==> src/rtl/riscv_pkg.sv <==
// Shared encodings for the MEM stage: access sizes, exception causes and FSM states.
package riscv_pkg;

  localparam logic [1:0] SIZE_BYTE   = 2'b00;
  localparam logic [1:0] SIZE_HALF   = 2'b01;
  localparam logic [1:0] SIZE_WORD   = 2'b10;
  localparam logic [1:0] SIZE_DOUBLE = 2'b11;

  localparam int ECAUSE_INSTR_MISALIGNED = 0;
  localparam int ECAUSE_LOAD_MISALIGNED  = 4;
  localparam int ECAUSE_LOAD_FAULT       = 5;
  localparam int ECAUSE_STORE_MISALIGNED = 6;
  localparam int ECAUSE_STORE_FAULT      = 7;

  typedef enum logic [1:0] {
    IDLE = 2'd0,
    REQ  = 2'd1,
    HOLD = 2'd2
  } mem_state_e;

endpackage

==> src/rtl/memory_unit_lsu_align.sv <==
// Byte-lane steering: store strobes/lane replication and load extract with sign/zero extension.
module lsu_align
  import riscv_pkg::*;
#(
  parameter int XLEN = 32,
  localparam int BYTES = XLEN / 8,
  localparam int OFF_W = $clog2(BYTES)
) (
  input  logic [OFF_W-1:0] off,
  input  logic [1:0]       size,
  input  logic             sign,
  input  logic [XLEN-1:0]  st_data,
  input  logic [XLEN-1:0]  ld_raw,
  output logic [BYTES-1:0] wstrb,
  output logic [XLEN-1:0]  wdata,
  output logic [XLEN-1:0]  ld_data
);

  logic [XLEN-1:0]  shifted;
  logic [XLEN-1:0]  mask;
  logic [BYTES-1:0] base;
  logic             sbit;

  always_comb begin
    shifted = ld_raw >> {off, 3'b000};
    base    = '0;
    mask    = '1;
    sbit    = 1'b0;
    case (size)
      SIZE_BYTE: begin
        base = BYTES'(8'h01);
        mask = XLEN'(64'h0000_0000_0000_00FF);
        sbit = shifted[7];
      end
      SIZE_HALF: begin
        base = BYTES'(8'h03);
        mask = XLEN'(64'h0000_0000_0000_FFFF);
        sbit = shifted[15];
      end
      SIZE_WORD: begin
        base = BYTES'(8'h0F);
        mask = XLEN'(64'h0000_0000_FFFF_FFFF);
        sbit = shifted[31];
      end
      default: begin
        base = BYTES'(8'hFF);
        mask = '1;
        sbit = shifted[XLEN-1];
      end
    endcase
    wstrb   = base << off;
    wdata   = st_data << {off, 3'b000};
    ld_data = (shifted & mask) | ((sign && sbit) ? ~mask : '0);
  end

endmodule

==> src/rtl/memory_unit.sv <==
// MEM pipeline stage: branch resolve, load/store over a req/ack bus, exception merge, WB registers.
module memory_unit
  import riscv_pkg::*;
#(
  parameter int XLEN     = 32,
  parameter int C_EXT    = 0,
  parameter int ECAUSE_W = 4
) (
  input  logic                  clk,
  input  logic                  rst_n,
  input  logic [XLEN-1:0]       pc_in,
  input  logic [XLEN-1:0]       next_pc_in,
  input  logic [XLEN-1:0]       alu_data_in,
  input  logic [XLEN-1:0]       rs2_data_in,
  input  logic [XLEN-1:0]       csr_data_in,
  input  logic                  branch_taken_in,
  input  logic                  load_in,
  input  logic                  store_in,
  input  logic                  load_signed_in,
  input  logic [1:0]            load_store_size_in,
  input  logic [1:0]            write_select_in,
  input  logic [4:0]            rd_address_in,
  input  logic [11:0]           csr_address_in,
  input  logic                  csr_write_in,
  input  logic                  mret_in,
  input  logic                  wfi_in,
  input  logic                  valid_in,
  input  logic                  exception_in,
  input  logic [ECAUSE_W-1:0]   ecause_in,
  input  logic                  stall,
  input  logic                  invalidate,
  output logic                  mem_busy,
  output logic                  branch_taken,
  output logic [XLEN-1:0]       branch_address,
  output logic                  mem_req,
  output logic                  mem_we,
  output logic [XLEN-1:0]       mem_addr,
  output logic [XLEN-1:0]       mem_wdata,
  output logic [XLEN/8-1:0]     mem_wstrb,
  input  logic                  mem_ack,
  input  logic [XLEN-1:0]       mem_rdata,
  input  logic                  mem_err,
  output logic [XLEN-1:0]       pc_out,
  output logic [XLEN-1:0]       next_pc_out,
  output logic [XLEN-1:0]       alu_data_out,
  output logic [XLEN-1:0]       csr_data_out,
  output logic [XLEN-1:0]       load_data_out,
  output logic [1:0]            write_select_out,
  output logic [4:0]            rd_address_out,
  output logic [11:0]           csr_address_out,
  output logic                  csr_write_out,
  output logic                  mret_out,
  output logic                  wfi_out,
  output logic                  valid_out,
  output logic                  exception_out,
  output logic [ECAUSE_W-1:0]   ecause_out,
  output mem_state_e            state_dbg
);

  localparam int BYTES = XLEN / 8;
  localparam int OFF_W = $clog2(BYTES);

  typedef struct packed {
    logic [XLEN-1:0]     pc;
    logic [XLEN-1:0]     next_pc;
    logic [XLEN-1:0]     alu_data;
    logic [XLEN-1:0]     csr_data;
    logic [XLEN-1:0]     load_data;
    logic [1:0]          write_select;
    logic [4:0]          rd_address;
    logic [11:0]         csr_address;
    logic                csr_write;
    logic                mret;
    logic                wfi;
    logic                valid;
    logic                exception;
    logic [ECAUSE_W-1:0] ecause;
  } wb_t;

  mem_state_e       state;
  wb_t              wb, pend, ex_res, fin, hold_res;
  logic [OFF_W-1:0] req_off, al_off;
  logic [1:0]       req_size, al_size;
  logic             req_sign, kill;
  logic             go, is_mem, ls_mis, target_ok, br_mis, start;
  logic [BYTES-1:0] al_wstrb;
  logic [XLEN-1:0]  al_wdata, al_ld;

  assign go        = valid_in & ~exception_in & ~invalidate;
  assign is_mem    = load_in | store_in;
  assign target_ok = (C_EXT != 0) ? ~alu_data_in[0] : (alu_data_in[1:0] == 2'b00);
  assign br_mis    = branch_taken_in & ~target_ok;

  always_comb begin
    case (load_store_size_in)
      SIZE_BYTE: ls_mis = 1'b0;
      SIZE_HALF: ls_mis = alu_data_in[0];
      SIZE_WORD: ls_mis = |alu_data_in[1:0];
      default:   ls_mis = (XLEN == 32) || (|alu_data_in[2:0]);
    endcase
  end

  assign branch_taken   = go & branch_taken_in & target_ok;
  assign branch_address = alu_data_in;
  assign start     = (state == IDLE) & go & is_mem & ~ls_mis & ~br_mis & ~stall;
  assign mem_busy  = (state == REQ) | start;
  assign state_dbg = state;

  assign al_off  = (state == IDLE) ? alu_data_in[OFF_W-1:0] : req_off;
  assign al_size = (state == IDLE) ? load_store_size_in : req_size;

  lsu_align #(.XLEN(XLEN)) u_align (
    .off     (al_off),
    .size    (al_size),
    .sign    (req_sign),
    .st_data (rs2_data_in),
    .ld_raw  (mem_rdata),
    .wstrb   (al_wstrb),
    .wdata   (al_wdata),
    .ld_data (al_ld)
  );

  // Result of an op that does not touch the bus; the exception chain is in priority order.
  always_comb begin
    ex_res              = '0;
    ex_res.pc           = pc_in;
    ex_res.next_pc      = next_pc_in;
    ex_res.alu_data     = alu_data_in;
    ex_res.csr_data     = csr_data_in;
    ex_res.write_select = write_select_in;
    ex_res.rd_address   = rd_address_in;
    ex_res.csr_address  = csr_address_in;
    ex_res.csr_write    = csr_write_in;
    ex_res.mret         = mret_in;
    ex_res.wfi          = wfi_in;
    ex_res.valid        = valid_in & ~invalidate;
    if (exception_in) begin
      ex_res.exception = 1'b1;
      ex_res.ecause    = ecause_in;
    end else if (br_mis) begin
      ex_res.exception = 1'b1;
      ex_res.ecause    = ECAUSE_W'(ECAUSE_INSTR_MISALIGNED);
    end else if (is_mem && ls_mis) begin
      ex_res.exception = 1'b1;
      ex_res.ecause    = store_in ? ECAUSE_W'(ECAUSE_STORE_MISALIGNED)
                                  : ECAUSE_W'(ECAUSE_LOAD_MISALIGNED);
    end
    ex_res.exception = ex_res.exception & ex_res.valid;
  end

  always_comb begin
    fin           = pend;
    fin.valid     = pend.valid & ~(kill | invalidate);
    fin.load_data = (mem_we | mem_err) ? '0 : al_ld;
    fin.exception = fin.valid & mem_err;
    fin.ecause    = mem_err ? (mem_we ? ECAUSE_W'(ECAUSE_STORE_FAULT)
                                      : ECAUSE_W'(ECAUSE_LOAD_FAULT)) : '0;
    hold_res           = pend;
    hold_res.valid     = pend.valid & ~(kill | invalidate);
    hold_res.exception = pend.exception & hold_res.valid;
  end

  // Bus handshake: mem_req rises with addr/we/wdata/wstrb already stable and stays high,
  // unchanged, until a cycle in which mem_ack is high; that cycle completes the transfer.
  always_ff @(posedge clk or negedge rst_n) begin
    if (!rst_n) begin
      state     <= IDLE;
      mem_req   <= 1'b0;
      mem_we    <= 1'b0;
      mem_addr  <= '0;
      mem_wdata <= '0;
      mem_wstrb <= '0;
      req_off   <= '0;
      req_size  <= '0;
      req_sign  <= 1'b0;
      kill      <= 1'b0;
      pend      <= '0;
      wb        <= '0;
    end else begin
      case (state)
        IDLE: begin
          if (start) begin
            mem_req   <= 1'b1;
            mem_we    <= store_in;
            mem_addr  <= {alu_data_in[XLEN-1:OFF_W], {OFF_W{1'b0}}};
            mem_wdata <= al_wdata;
            mem_wstrb <= store_in ? al_wstrb : '0;
            req_off   <= alu_data_in[OFF_W-1:0];
            req_size  <= load_store_size_in;
            req_sign  <= load_signed_in;
            kill      <= 1'b0;
            pend      <= ex_res;
            wb.valid  <= 1'b0;
            state     <= REQ;
          end else if (!stall) begin
            wb <= ex_res;
          end
        end
        REQ: begin
          kill <= kill | invalidate;
          if (mem_ack) begin
            mem_req   <= 1'b0;
            mem_we    <= 1'b0;
            mem_wstrb <= '0;
            if (!stall) begin
              wb    <= fin;
              state <= IDLE;
            end else begin
              pend  <= fin;
              state <= HOLD;
            end
          end else if (!stall) begin
            wb.valid <= 1'b0;
          end
        end
        HOLD: begin
          kill <= kill | invalidate;
          if (!stall) begin
            wb    <= hold_res;
            state <= IDLE;
          end
        end
        default: state <= IDLE;
      endcase
    end
  end

  assign pc_out           = wb.pc;
  assign next_pc_out      = wb.next_pc;
  assign alu_data_out     = wb.alu_data;
  assign csr_data_out     = wb.csr_data;
  assign load_data_out    = wb.load_data;
  assign write_select_out = wb.write_select;
  assign rd_address_out   = wb.rd_address;
  assign csr_address_out  = wb.csr_address;
  assign csr_write_out    = wb.csr_write;
  assign mret_out         = wb.mret;
  assign wfi_out          = wb.wfi;
  assign valid_out        = wb.valid;
  assign exception_out    = wb.exception;
  assign ecause_out       = wb.ecause;

endmodule

==> config.mk <==
export PLATFORM = sky130hd
export DESIGN_NAME = memory_unit
export DESIGN_NICKNAME = d
export VERILOG_FILES = /design/src/rtl/riscv_pkg.sv /design/src/rtl/memory_unit_lsu_align.sv /design/src/rtl/memory_unit.sv
export SDC_FILE = /design/constraint.sdc
export NUM_CORES = 1
export LEC_CHECK = 0
export CAP_MARGIN = 30
export CORE_MARGIN = 2
export CORE_UTILIZATION = 45
export CTS_CLUSTER_DIAMETER = 50
export DETAILED_ROUTE_END_ITERATION = 12
export HOLD_SLACK_MARGIN = 0.03
export PLACE_DENSITY = 0.75
export SETUP_SLACK_MARGIN = 0.02
export SLEW_MARGIN = 20
export SYNTH_ARGS = -nofsm -noshare
export SYNTH_HDL_FRONTEND = slang
export SYNTH_SLANG_ARGS = --single-unit
export TNS_END_PERCENT = 1
==> constraint.sdc <==
create_clock -name clk -period 7.1 [get_ports clk]
set_input_delay 1.775 -clock clk [delete_from_list [all_inputs] [get_ports clk]]
set_output_delay 1.775 -clock clk [all_outputs]
set_load 0.005 [all_outputs]
### Word level (Yosys, flattened, before mapping)

Cells that the tools add are included.

| cells by class | value |
|---|---|
| equal/unequal tests | 13 |
| shifts and indexed selects | 3 |
| mux-type cells | 45 |
| bitwise operators | 30 |
| reductions and logical operators | 19 |

Operators with widths:

| operator | count |
|---|---|
| two-way mux 188 bit | 4 |
| one-hot mux 188 bit (3 select lines) | 1 |
| one-hot mux 188 bit (2 select lines) | 1 |
| two-way mux 182 bit | 2 |
| two-way mux 60 bit | 2 |
| two-way mux 32 bit | 2 |
| one-hot mux 32 bit (2 select lines) | 1 |
| bitwise AND 32 bit | 1 |
| inverter 32 bit | 1 |
| OR 32 bit | 1 |
| << shifter 32 x 5 -> 32 bit | 1 |
| right shift 32 x 5 -> 32 bit | 1 |
| two-way mux 5 bit | 5 |
| two-way mux 2 bit | 8 |
| one-hot mux 4 bit (2 select lines) | 2 |
| bitwise AND 1 bit | 15 |
| != test 2 bit (second input constant) | 7 |
| two-way mux 4 bit | 3 |
| AND reduction 3 bit | 3 |
| zero test 2 bit | 4 |
| inverter 1 bit | 8 |
| one-hot mux 1 bit (2 select lines) | 4 |
| AND reduction 4 bit | 2 |
| two-way mux 1 bit | 7 |
| 14 further kinds | 24 |

| word-level totals | value |
|---|---|
| flip-flop bits (word level) | 452 |
| word-level logic and storage cells | 148 |

### Logic depth before layout (Yosys ltp)

Gate-level depths: netlist (run 1).

| depth | value |
|---|---|
| depth in word-level cells | 11 |
| depth in mapped cells | 11 |
| depth with buffers taken out | 7 |

### Modules after synthesis

A second synthesis (run 1) with hierarchy kept.

| second synthesis, totals | value |
|---|---|
| cell total of the unflattened synthesis | 1922 |
| area total of the unflattened synthesis | 20241.9 um^2 |

Modules (own cells, without submodules):

| module | times used | cells an instance | area an instance (um^2) |
|---|---|---|---|
| memory_unit | 1 | 1716 | 18874.4 |
| lsu_align | 1 | 206 | 1367.6 |

### Least setup slack after synthesis (run 1)

Ideal clock, no wire load.

| path | value |
|---|---|
| kind | input-to-output |
| start | input alu_data_in[0] |
| end | output mem_busy |
| arrival time | 3.417 ns |
| data required time | 5.325 ns |
| setup slack | 1.908 ns |
| stages | 8 |
| path through | buf_2 -> or2_1 -> buf_6 -> a2111oi_4 -> nand2_1 -> clkbuf_1 -> clkbuf_1 -> nand2_1 |

| on the way | value |
|---|---|
| word-level cells in the longest chain between the ends | 7 |
| elaborated cells between the ends (all ways) | 11 |
| classes of those cells | 1 x mux; 8 x bitwise; 2 x reduce/logical |

Ends and longest elaborated chain:

| item | RTL line | source |
|---|---|---|
| from (decl) | memory_unit.sv:13 | `input logic [XLEN-1:0] alu_data_in,` |
| OR reduction 2 bit / zero test 2 bit (equally long branches) | memory_unit.sv:98, memory_unit.sv:91 |  |
| one-hot mux 1 bit (3 select lines) / inverter 1 bit (equally long branches) | memory_unit.sv:95, memory_unit.sv:92 |  |
| inverter 1 bit / bitwise AND 1 bit (equally long branches) | memory_unit.sv:105, memory_unit.sv:92 |  |
| bitwise AND 1 bit / inverter 1 bit (equally long branches) | memory_unit.sv:105 | `assign start = (state == IDLE) & go & is_mem & ~ls_mis & ~br_mis & ~stall;` |
| bitwise AND 1 bit (*) (2 in a row) | memory_unit.sv:105 |  |
| OR 1 bit (*) | memory_unit.sv:106 | `assign mem_busy = (state == REQ) \| start;` |
| to (decl) | memory_unit.sv:32 | `output logic mem_busy,` |

Mark *: on every way between the ends. The rest lies on a longest branch, timed or not.

### Worst setup path in the final report (run 1)

| path | value |
|---|---|
| start | input alu_data_in[1] |
| end | output mem_busy |

The elaborated chain is that of the path after synthesis.

==> summary.txt, run 1 <==
STA
  – Final setup violation count: 0
  – Final Hold Fails: 0
  – Final Skew: between 0.015 and 0.02 ns
  – RSZ-0062 raised after global routing: no
  – Pins Over Slew Limit: 0
  – Relative slew slack: ~28%
  – Part of the cycle the worst path needs: between 80% and 90%
  – Max Fclk: ~0.17 GHz
  – Fin crit period: 6.00 ns
  – Slew at the pin closest to its max-slew limit: roughly 1.1 ns
  – Setup TNS: 0 ns

Critical path
  – CP max FO: 11
  – Buf/Inv on CP: 3
  – CP dominant cell by count: clkdlybuf4s50_1
  – Crit path launch type: input pin
  – WS Path Type: in2out
  – Critical Path AT: 4.23 ns
  – Crit-path max cell delay: a little under 0.7 ns
  – Crit-path cells: clkdlybuf4s50_1 > buf_4 > or2_1 > a2111oi_4 > nand2_2 > nand2_1 > clkdlybuf4s50_1
  – Critical path's top delay family: buffers and inverters
  – Critical Path End Type: output pin
  – Worst path required time: 5.33 ns
  – Slowest CP cell: a2111oi_4

Power
  – Peak VDD IR: about 0.00022 V
  – Pint: 7340 uW
  – Sequential group share of total power: between 30% and 40%
  – Leakage power: 0.0122 uW
  – Switching power: 3890 uW
  – PwrDens: between 400 and 500 nW/um2
  – Sw Ratio: between 30% and 40%
  – Clock power frac: approximately a quarter
  – Combinational share of power: a little under 40%

Drt
  – Starting DRC count in detailed routing: between 1500 and 2000
  – DRC viols: 0
  – Final WL: roughly 63000 um
  – ANT nets after route: 0
  – Initial DRT Pass Iterations: 7
  – Via Count: 16900
  – Routed WL per cell: ~21 um
  – Vias per inst: around 5.7

Global route
  – First-pass GRT wire length: 99100 um
  – Initial antenna violation count: 5
  – GR Overflow Total: 0
  – Vias in the first global route: between 15000 and 20000
  – Largest net degree at the start of global routing: between 150 and 200
  – Tot GR Track Use: a little over a quarter

Logic synthesis
  – Syn Area/Cell: around 11 um2
  – Post-Syn Area: ~20000 um2
  – Post-synth EDFFs: 0
  – Synth Instances: between 1500 and 2000
  – Synth cell types: 66
  – Yosys warns: 0
  – Sequential fraction of the synthesis area: 56.6%
  – Post-synth top flop: dfrtp_1
  – Post-synth ARST share: 100%
  – #FFs+latches synth: 452

Place
  – Final HPWL DP: 42300 um
  – GPL Wtd Cong: roughly 0.88
  – Placed cells: roughly 2800
  – Buffers on Ports: between 500 and 600

CTS
  – # resized after CTS: 0
  – Clock Sinks: between 400 and 500
  – Post-CTS Setup Inserts: 0
  – Clock tree from TritonCTS: done
  – Clk buf depth: 3
  – Max H-tree Level: 2
  – Inserted Clock Buffers: 50
  – CTS Hold Bufs: 0
  – Clk slew on worst S/H paths: 0.06 ns
  – Clk root buf: clkbuf_16
  – Clk_lat worst skew: between 0.5 and 0.6 ns

Flow run
  – Max-Cap Viols: 0

Floorplan
  – Core area: 44000 um2
  – IO Count: 526
  – Die H: roughly 210 um
  – Chip width: 215 um
  – Die area: roughly 46000 um2
  – Initial Utilization: approximately 45%
  – # rows: 77

Layout
  – Layout net count: around 2500
  – Layout Cells excl Fill: roughly 2900
  – Core Util, Final: approximately three fifths
  – Fillers: between 3000 and 4000
  – Multi-input logic area: around 7800 um2
  – Fraction of layout cells with a size suffix above 1: between 8 and 9%
  – Reg area: approximately 11000 um2
  – Layout area overhead: 35.8%

Status
  – Status: completed

Min path
  – Type of the worst min-delay path: reg2reg
-- metal layers --
| metal | GRT usage, % | vias up | wire length [um] | share of wire, % |
|---|---|---|---|---|
| met5 | 0 | - | 0 | 0 |
| met4 | 10.3 | 0 | 2310 | 3.7 |
| met3 | 7.28 | 143 | 5660 | 9.0 |
| met2 | 44.2 | 766 | 30100 | 48 |
| met1 | 34.3 | 8503 | 25000 | 40 |
| li1 | - | 7462 | - | - |
-- cell usage after synthesis (all sizes together), types with 5 or more instances --
| library cell | n | area, um2 |
|---|---|---|
| a211o | 8 | 70.1 |
| a211oi | 9 | 67.6 |
| a21o | 5 | 37.5 |
| a21oi | 29 | 145 |
| a221oi | 155 | 1360 |
| a222oi | 8 | 80.1 |
| a22o | 12 | 105 |
| a22oi | 8 | 60.1 |
| buf | 92 | 641 |
| clkbuf | 82 | 308 |
| dfrtp | 452 | 11300 |
| inv | 7 | 26.3 |
| mux2 | 155 | 1750 |
| mux2i | 24 | 240 |
| mux4 | 7 | 158 |
| nand2 | 306 | 1150 |
| nand3 | 53 | 265 |
| nand3b | 8 | 60.1 |
| nand4 | 10 | 62.6 |
| nor2 | 329 | 1240 |
| o211ai | 9 | 67.6 |
| o21ai | 45 | 236 |
| o31ai | 9 | 67.6 |
-- kinds of logic after synthesis --
| kind of cell | count (synthesis) | share of synthesized area (%) |
|---|---|---|
| AO/OA/AOI/OAI | 317 | 12.6 |
| AND/OR/NAND/NOR | 739 | 15.0 |
| other | 1 | 0.0188 |
| flip-flops | 452 | 56.6 |
| buffers and inverters | 181 | 4.88 |
| adder cells (fa/ha/maj) | 4 | 0.250 |
| multiplexers | 186 | 10.7 |
-- cell type report --
class                           count  area share, %
Antenna cell                        5         0.0461
Inverter                            7          0.106
Clock inverter                     21           1.03
Multi-Input combinational cell   1248           28.7
Sequential cell                   452           41.6
Tap cell                          592           2.73
Timing Repair Buffer              551           20.5
Clock buffer                       70           5.26
-- tightest hold or removal path, stage by stage, from the launching register on --
cell     delay [ns]
dfrtp_1        0.34
nand2_1        0.05
nand2_1        0.04
-- cells in the final DEF, fill, tap and decap left out, types with 9 or more instances in the layout --
master           instances
clkdlybuf4s50_1        522
dfrtp_1                452
nor2_1                 326
nand2_1                305
a221oi_1               155
mux2_1                  89
mux2_2                  66
nand3_1                 53
clkbuf_16               51
o21ai_0                 30
a21oi_1                 28
mux2i_1                 22
buf_4                   16
o21ai_1                 14
a22o_1                  12
clkbuf_1                11
nand4_1                 10
a211oi_1                 9
o211ai_1                 9
o31ai_1                  9
-- flip-flops by register name, indices dropped and copies added, names as in the netlist, 30 cells and up --
signal,cells
fin,150
mem_addr,30
hold_res,36
next_pc_out,32
pc_out,32
alu_data_out,32
csr_data_out,32
mem_wdata,32
load_data_out,32
-- power groups by stage --
stage | sequential [uW] | clock, uW | combinational [uW]
floorplan | 4100 | 0 | 2170
detailed placement | 4170 | 0 | 4410
global placement | 4100 | 0 | 4280
finish | 4130 | 2680 | 4430
global route | 4250 | 2830 | 4810
CTS | 4130 | 2730 | 4440
-- metrics by stage --
step	hold slack [ns]	setup WS [ns]	total power (uW)	area, um2
2_1_floorplan	0.442	1.91	6270	20000
3_3_place_gp	0.450	1.16	8380	25300
3_5_place_dp	0.455	1.12	8580	25400
4_1_cts	0.469	1.10	11300	27100
5_1_grt	0.492	0.955	11900	27200
6_report	0.466	1.10	11200	27200
-- path summary, 6_finish.rpt --
| kind | start | to | slack, ns | depth (start not counted) |
|---|---|---|---|---|
| setup / recovery | alu_data_in[1] | mem_busy | 1.10 | 7 |
| hold / removal | mem_wdata[0] | mem_wdata[0] | 0.47 | 2 |
| setup reg to reg | state_dbg[0] | alu_data_out[10] | 3.07 | 8 |
| hold reg to reg | mem_wdata[0] | mem_wdata[0] | 0.47 | 2 |
| max in group asynchronous | rst_n | mem_addr[8] | 4.50 | 2 |
| min in group asynchronous | rst_n | pc_out[11] | 1.19 | 1 |
Power figures use the tool's default switching activity.
==> inputs of run 2 (changes only) <==
clock period = 6.2 ns   (was 7.1 ns; I/O delays follow)
==> run 2 against run 1 <==
Effect of this change: clock skew increased by 0.0058 ns; die area did not move; non-clock buffer count is 5 lower; largest power group unchanged; clock-buffer cell count down 1; cell count fell by 0.10%; via count shrank 0.23%; clock power increased by 11%; sequential share of layout area up 0.13 points.
==> summary.txt, run 2 (same netlist as run 1, synthesis figures left out) <==
Status
  – Status: completed

Critical path
  – WS Path Type: in2out
  – Critical Path AT: slightly below 4 ns
  – Critical path startpoint: stall
  – Critical Path End Type: output pin
  – Reg2Reg Depth: 7
  – Worst flop-to-flop path startpoint: state_dbg[0]
  – Crit path launch type: input pin
  – Worst R2R Setup Slack: between 2 and 2.5 ns
  – CP max FO: 9
  – Worst path required time: 4.65 ns

Drt
  – Routed WL per cell: around 21 um
  – Final WL: 63100 um
  – Via Count: about 17000
  – Initial DRT Pass Iterations: 5
  – ANT nets after route: 0
  – DRC viols: 0
  – Vias per inst: ~5.7
  – Starting DRC count in detailed routing: between 1500 and 2000

Place
  – GPL Wtd Cong: approximately 0.89
  – Final HPWL DP: 42300 um
  – Buffers on Ports: approximately 520

Layout
  – Most common cell after layout, fill and taps aside: clkdlybuf4s50_1
  – Fillers: 3608
  – Layout net count: between 2000 and 3000
  – Most frequent cells in the layout: 522 x clkdlybuf4s50_1, 452 x dfrtp_1, 326 x nor2_1
  – Layout area overhead: 35.4%
  – Core Util, Final: 61.5%
  – Number of flip-flops under the largest register name: 150
  – Fraction of layout cells with a size suffix above 1: 8.45%

CTS
  – CTS Hold Bufs: 0
  – Clock tree from TritonCTS: done
  – # resized after CTS: 0
  – Clk buf depth: 3
  – Max H-tree Level: 2
  – Clk_lat worst skew: between 0.5 and 0.6 ns
  – Post-CTS Setup Inserts: 0
  – Clk root buf: clkbuf_16
  – Clock Sinks: between 400 and 500
  – Clk slew on worst S/H paths: 0.06 ns
  – Inserted Clock Buffers: 51

Global route
  – Met3 Track Usage GR: under 10%
  – GR Util met1: around a third
  – Largest net degree at the start of global routing: about 150
  – Gr busiest metal: met2
  – Tot GR Track Use: 26.9%
  – Vias in the first global route: ~17000
  – GR Overflow Total: 0
  – First-pass GRT wire length: between 90000 and 100000 um
  – Met2 Use GR: 42.9%
  – Initial antenna violation count: 8

STA
  – Final Skew: approximately 0.025 ns
  – Final setup violation count: 0
  – Relative slew slack: between 20% and 30%
  – Setup TNS: 0 ns
  – Worst hold slack: between 0.4 and 0.5 ns
  – Slew at the pin closest to its max-slew limit: 1.14 ns
  – Part of the cycle the worst path needs: roughly 87%
  – RSZ-0062 raised after global routing: no
  – Pins Over Slew Limit: 0
  – Max Fclk: approximately 0.18 GHz
  – Fin crit period: ~5.4 ns
  – Final Hold Fails: 0

Floorplan
  – # rows: between 70 and 80
  – Initial Utilization: 45.4%
  – Core area: 44000 um2
  – IO Count: around 530
  – Die H: about 210 um
  – Chip width: ~210 um
  – Die area: ~46000 um2

Power
  – Leakage power: about 0.012 uW
  – PwrDens: around 470 nW/um2
  – Peak VDD IR: approximately 0.00032 V

Min path
  – Cell depth of the worst hold path: 2
  – Type of the worst min-delay path: reg2reg
  – Hold_sp: mem_wdata[7]

Flow run
  – Max-Cap Viols: 0
run 2: final cells by class:
class                   count  area [um2]  share of cell area [%]
well taps                 592         741                    2.74
clock inverters            21         216                   0.800
inverters                   7        28.8                   0.106
clock buffers              69        1430                    5.30
repair buffers            546        5530                    20.4
diodes                      8        20.0                  0.0740
flip-flops and latches    452       11300                    41.8
multi-input cells        1248        7790                    28.8
run 2: critical path, cell delays in order:
cell and delay (ns):
clkdlybuf4s50_1 0.58, nand4bb_1 0.39, a2111oi_4 0.37, buf_4 0.23
nand2_2 0.08, nand2_1 0.07, clkdlybuf4s50_1 0.60
run 2: stage by stage:
step                      cells  power (uW)  worst slack, ns  area [um2]
final                      2943       12800            0.788       27100
after global routing       2942       13500            0.643       27100
after CTS                  2934       12800            0.791       27000
after detailed placement   2844        9810            0.800       25400
after global placement     2843        9600            0.860       25400
after floorplan            1881        7180             1.46       20000
run 2: worst paths after layout:
check | endpoint
setup / recovery | mem_busy
hold / removal | mem_wdata[7]
setup reg to reg | fin[94]
hold reg to reg | mem_wdata[7]
max in group asynchronous | mem_addr[21]
min in group asynchronous | rd_address_out[3]
run 2: power by group:
group | switching (uW) | total (uW) | internal [uW]
clock network | 1220 | 2970 | 1750
logic | 2610 | 5050 | 2440
registers | 653 | 4750 | 4090
total | 4480 | 12800 | 8290
run 2: layer usage:
metal	routed length, um	vias up
met2	29700	816
met4	2120	2
met3	6030	137
li1	-	7447
met5	13	-
met1	25200	8434
==> inputs of run 3 (changes only) <==
CORE_UTILIZATION = 40   (was 45)
PLACE_DENSITY = 0.68   (was 0.75)
==> run 3 against run 2 <==
Effect of this change: wire length rose by 2.5%; combinational power grew 1%; fmax up 2.0%; register-to-register slack gained 0.47 ns; flip-flop and latch count unchanged; sequential share of layout area is 0.54 points lower; clock power grew 9.8%; non-clock buffer count increased by 9; final area is 1.3% higher; largest power group unchanged; critical path depth unchanged.
==> summary.txt, run 3 (same netlist as run 1, synthesis figures left out) <==
Drt
  – Initial DRT Pass Iterations: 5
  – Via Count: approximately 17000
  – Starting DRC count in detailed routing: around 1500
  – DRC viols: 0
  – Vias per inst: approximately 5.5
  – ANT nets after route: 0
  – Final WL: 64700 um
  – Routed WL per cell: 21.3 um

STA
  – Pins Over Slew Limit: 0
  – Final setup violation count: 0
  – Final Hold Fails: 0
  – Max Fclk: approximately 0.19 GHz
  – Relative slew slack: around 36%
  – RSZ-0062 raised after global routing: no
  – Part of the cycle the worst path needs: a little under nine tenths
  – Fin crit period: 5.31 ns
  – Setup TNS: 0 ns
  – Final Skew: between 0.015 and 0.02 ns
  – Slew at the pin closest to its max-slew limit: a little under 1 ns

Critical path
  – Slowest CP cell: clkdlybuf4s50_1
  – Crit path launch type: input pin
  – Worst path required time: roughly 4.7 ns
  – CP dominant cell by count: clkdlybuf4s50_1
  – Buf/Inv on CP: 3
  – CP max FO: 10
  – Crit-path cells: clkdlybuf4s50_1 > buf_4 > or2_1 > a2111oi_4 > nand2_2 > nand2_1 > clkdlybuf4s50_1
  – Critical path's top delay family: buffers and inverters
  – Critical Path End Type: output pin
  – Crit-path max cell delay: 0.58 ns
  – WS Path Type: in2out
  – Critical Path AT: 3.76 ns

Global route
  – Largest net degree at the start of global routing: 145
  – First-pass GRT wire length: between 90000 and 100000 um
  – Vias in the first global route: around 17000
  – Tot GR Track Use: 24.5%
  – GR Overflow Total: 0
  – Initial antenna violation count: 9

Min path
  – Type of the worst min-delay path: reg2reg

Layout
  – Fraction of layout cells with a size suffix above 1: about a tenth
  – Core Util, Final: approximately 56%
  – Layout area overhead: 37.2%
  – Number of flip-flops under the largest register name: 150
  – Most frequent cells in the layout: 522 x clkdlybuf4s50_1, 452 x dfrtp_1, 326 x nor2_1
  – Most common cell after layout, fill and taps aside: clkdlybuf4s50_1
  – Layout net count: between 2000 and 3000

CTS
  – CTS Hold Bufs: 0
  – Clk root buf: clkbuf_16
  – Inserted Clock Buffers: 53
  – Clk buf depth: 3
  – Post-CTS Setup Inserts: 0
  – Clock Sinks: about 450
  – Clock tree from TritonCTS: done
  – # resized after CTS: 0
  – Max H-tree Level: 2
  – Clk_lat worst skew: around 0.6 ns
  – Clk slew on worst S/H paths: about 0.06 ns

Place
  – GPL Wtd Cong: 0.893
  – Buffers on Ports: roughly 520
  – Final HPWL DP: 43400 um

Flow run
  – Max-Cap Viols: 0

Floorplan
  – Core area: between 40000 and 50000 um2
  – Initial Utilization: approximately two fifths
  – IO Count: roughly 530
  – Chip width: between 200 and 250 um
  – Die area: around 52000 um2
  – # rows: 81
  – Die H: approximately 230 um

Status
  – Status: completed

Power
  – PwrDens: about 480 nW/um2
  – Peak VDD IR: ~0.00022 V
  – Leakage power: about 0.012 uW
==> run 3: changes by cell type in the layout (fill, tap and decap cells not counted), sizes merged <==
cell      delta
buf          +9
diode        -2
clkinvlp     +2
clkbuf       +8
inv          -1
==> run 3: cell type report <==
type                    count  area [um2]
diodes                      6        15.0
inverters                   7        28.8
repair buffers            555        5590
clock buffers              77        1640
well taps                 664         831
multi-input cells        1248        7780
flip-flops and latches    452       11300
fillers                  4310       21700
clock inverters            22         235
==> run 3: report_power, final <==
part / switching (uW) / internal [uW] / leakage, uW / total (uW)
Combinational: 2620 / 2480 / 0.00559 / 5100
Sequential: 648 / 4090 / 0.00575 / 4740
Clock: 1290 / 1970 / 0.000922 / 3260
==> run 3: worst paths after layout <==
check,startpoint,end,slack (ns),cells after the start
hold / removal,mem_wdata[1],mem_wdata[1],0.47,2
min in group asynchronous,rst_n,csr_address_out[9],0.96,1
setup / recovery,alu_data_in[0],mem_busy,0.89,7
hold reg to reg,mem_wdata[1],mem_wdata[1],0.47,2
setup reg to reg,state_dbg[0],csr_address_out[5],2.85,8
max in group asynchronous,rst_n,load_data_out[17],3.95,2
==> run 3: metrics by stage <==
stage | cells | worst slack, ns | instance area, um2 | power [uW] | hold WS, ns
6_report | 3031 | 0.894 | 27400 | 13100 | 0.473
5_1_grt | 3028 | 0.738 | 27400 | 13900 | 0.492
4_1_cts | 3025 | 0.878 | 27400 | 13200 | 0.475
3_5_place_dp | 2926 | 0.897 | 25500 | 9900 | 0.459
3_3_place_gp | 2924 | 0.898 | 25500 | 9710 | 0.456
2_1_floorplan | 1881 | 1.46 | 20000 | 7180 | 0.442
==> run 3: worst min-delay path, stage by stage (launching register included) <==
cell	delay [ns]
dfrtp_1	0.34
nand2_1	0.05
nand2_1	0.05
==> run 3: layer usage <==
layer / routed length, um / track usage, % / vias to the layer above
met4: 1980 / 9.13 / 10
met3: 6290 / 7.90 / 116
met1: 26300 / 31.7 / 8290
li1: - / - / 7477
met5: 67 / 0 / -
met2: 30000 / 38.3 / 731
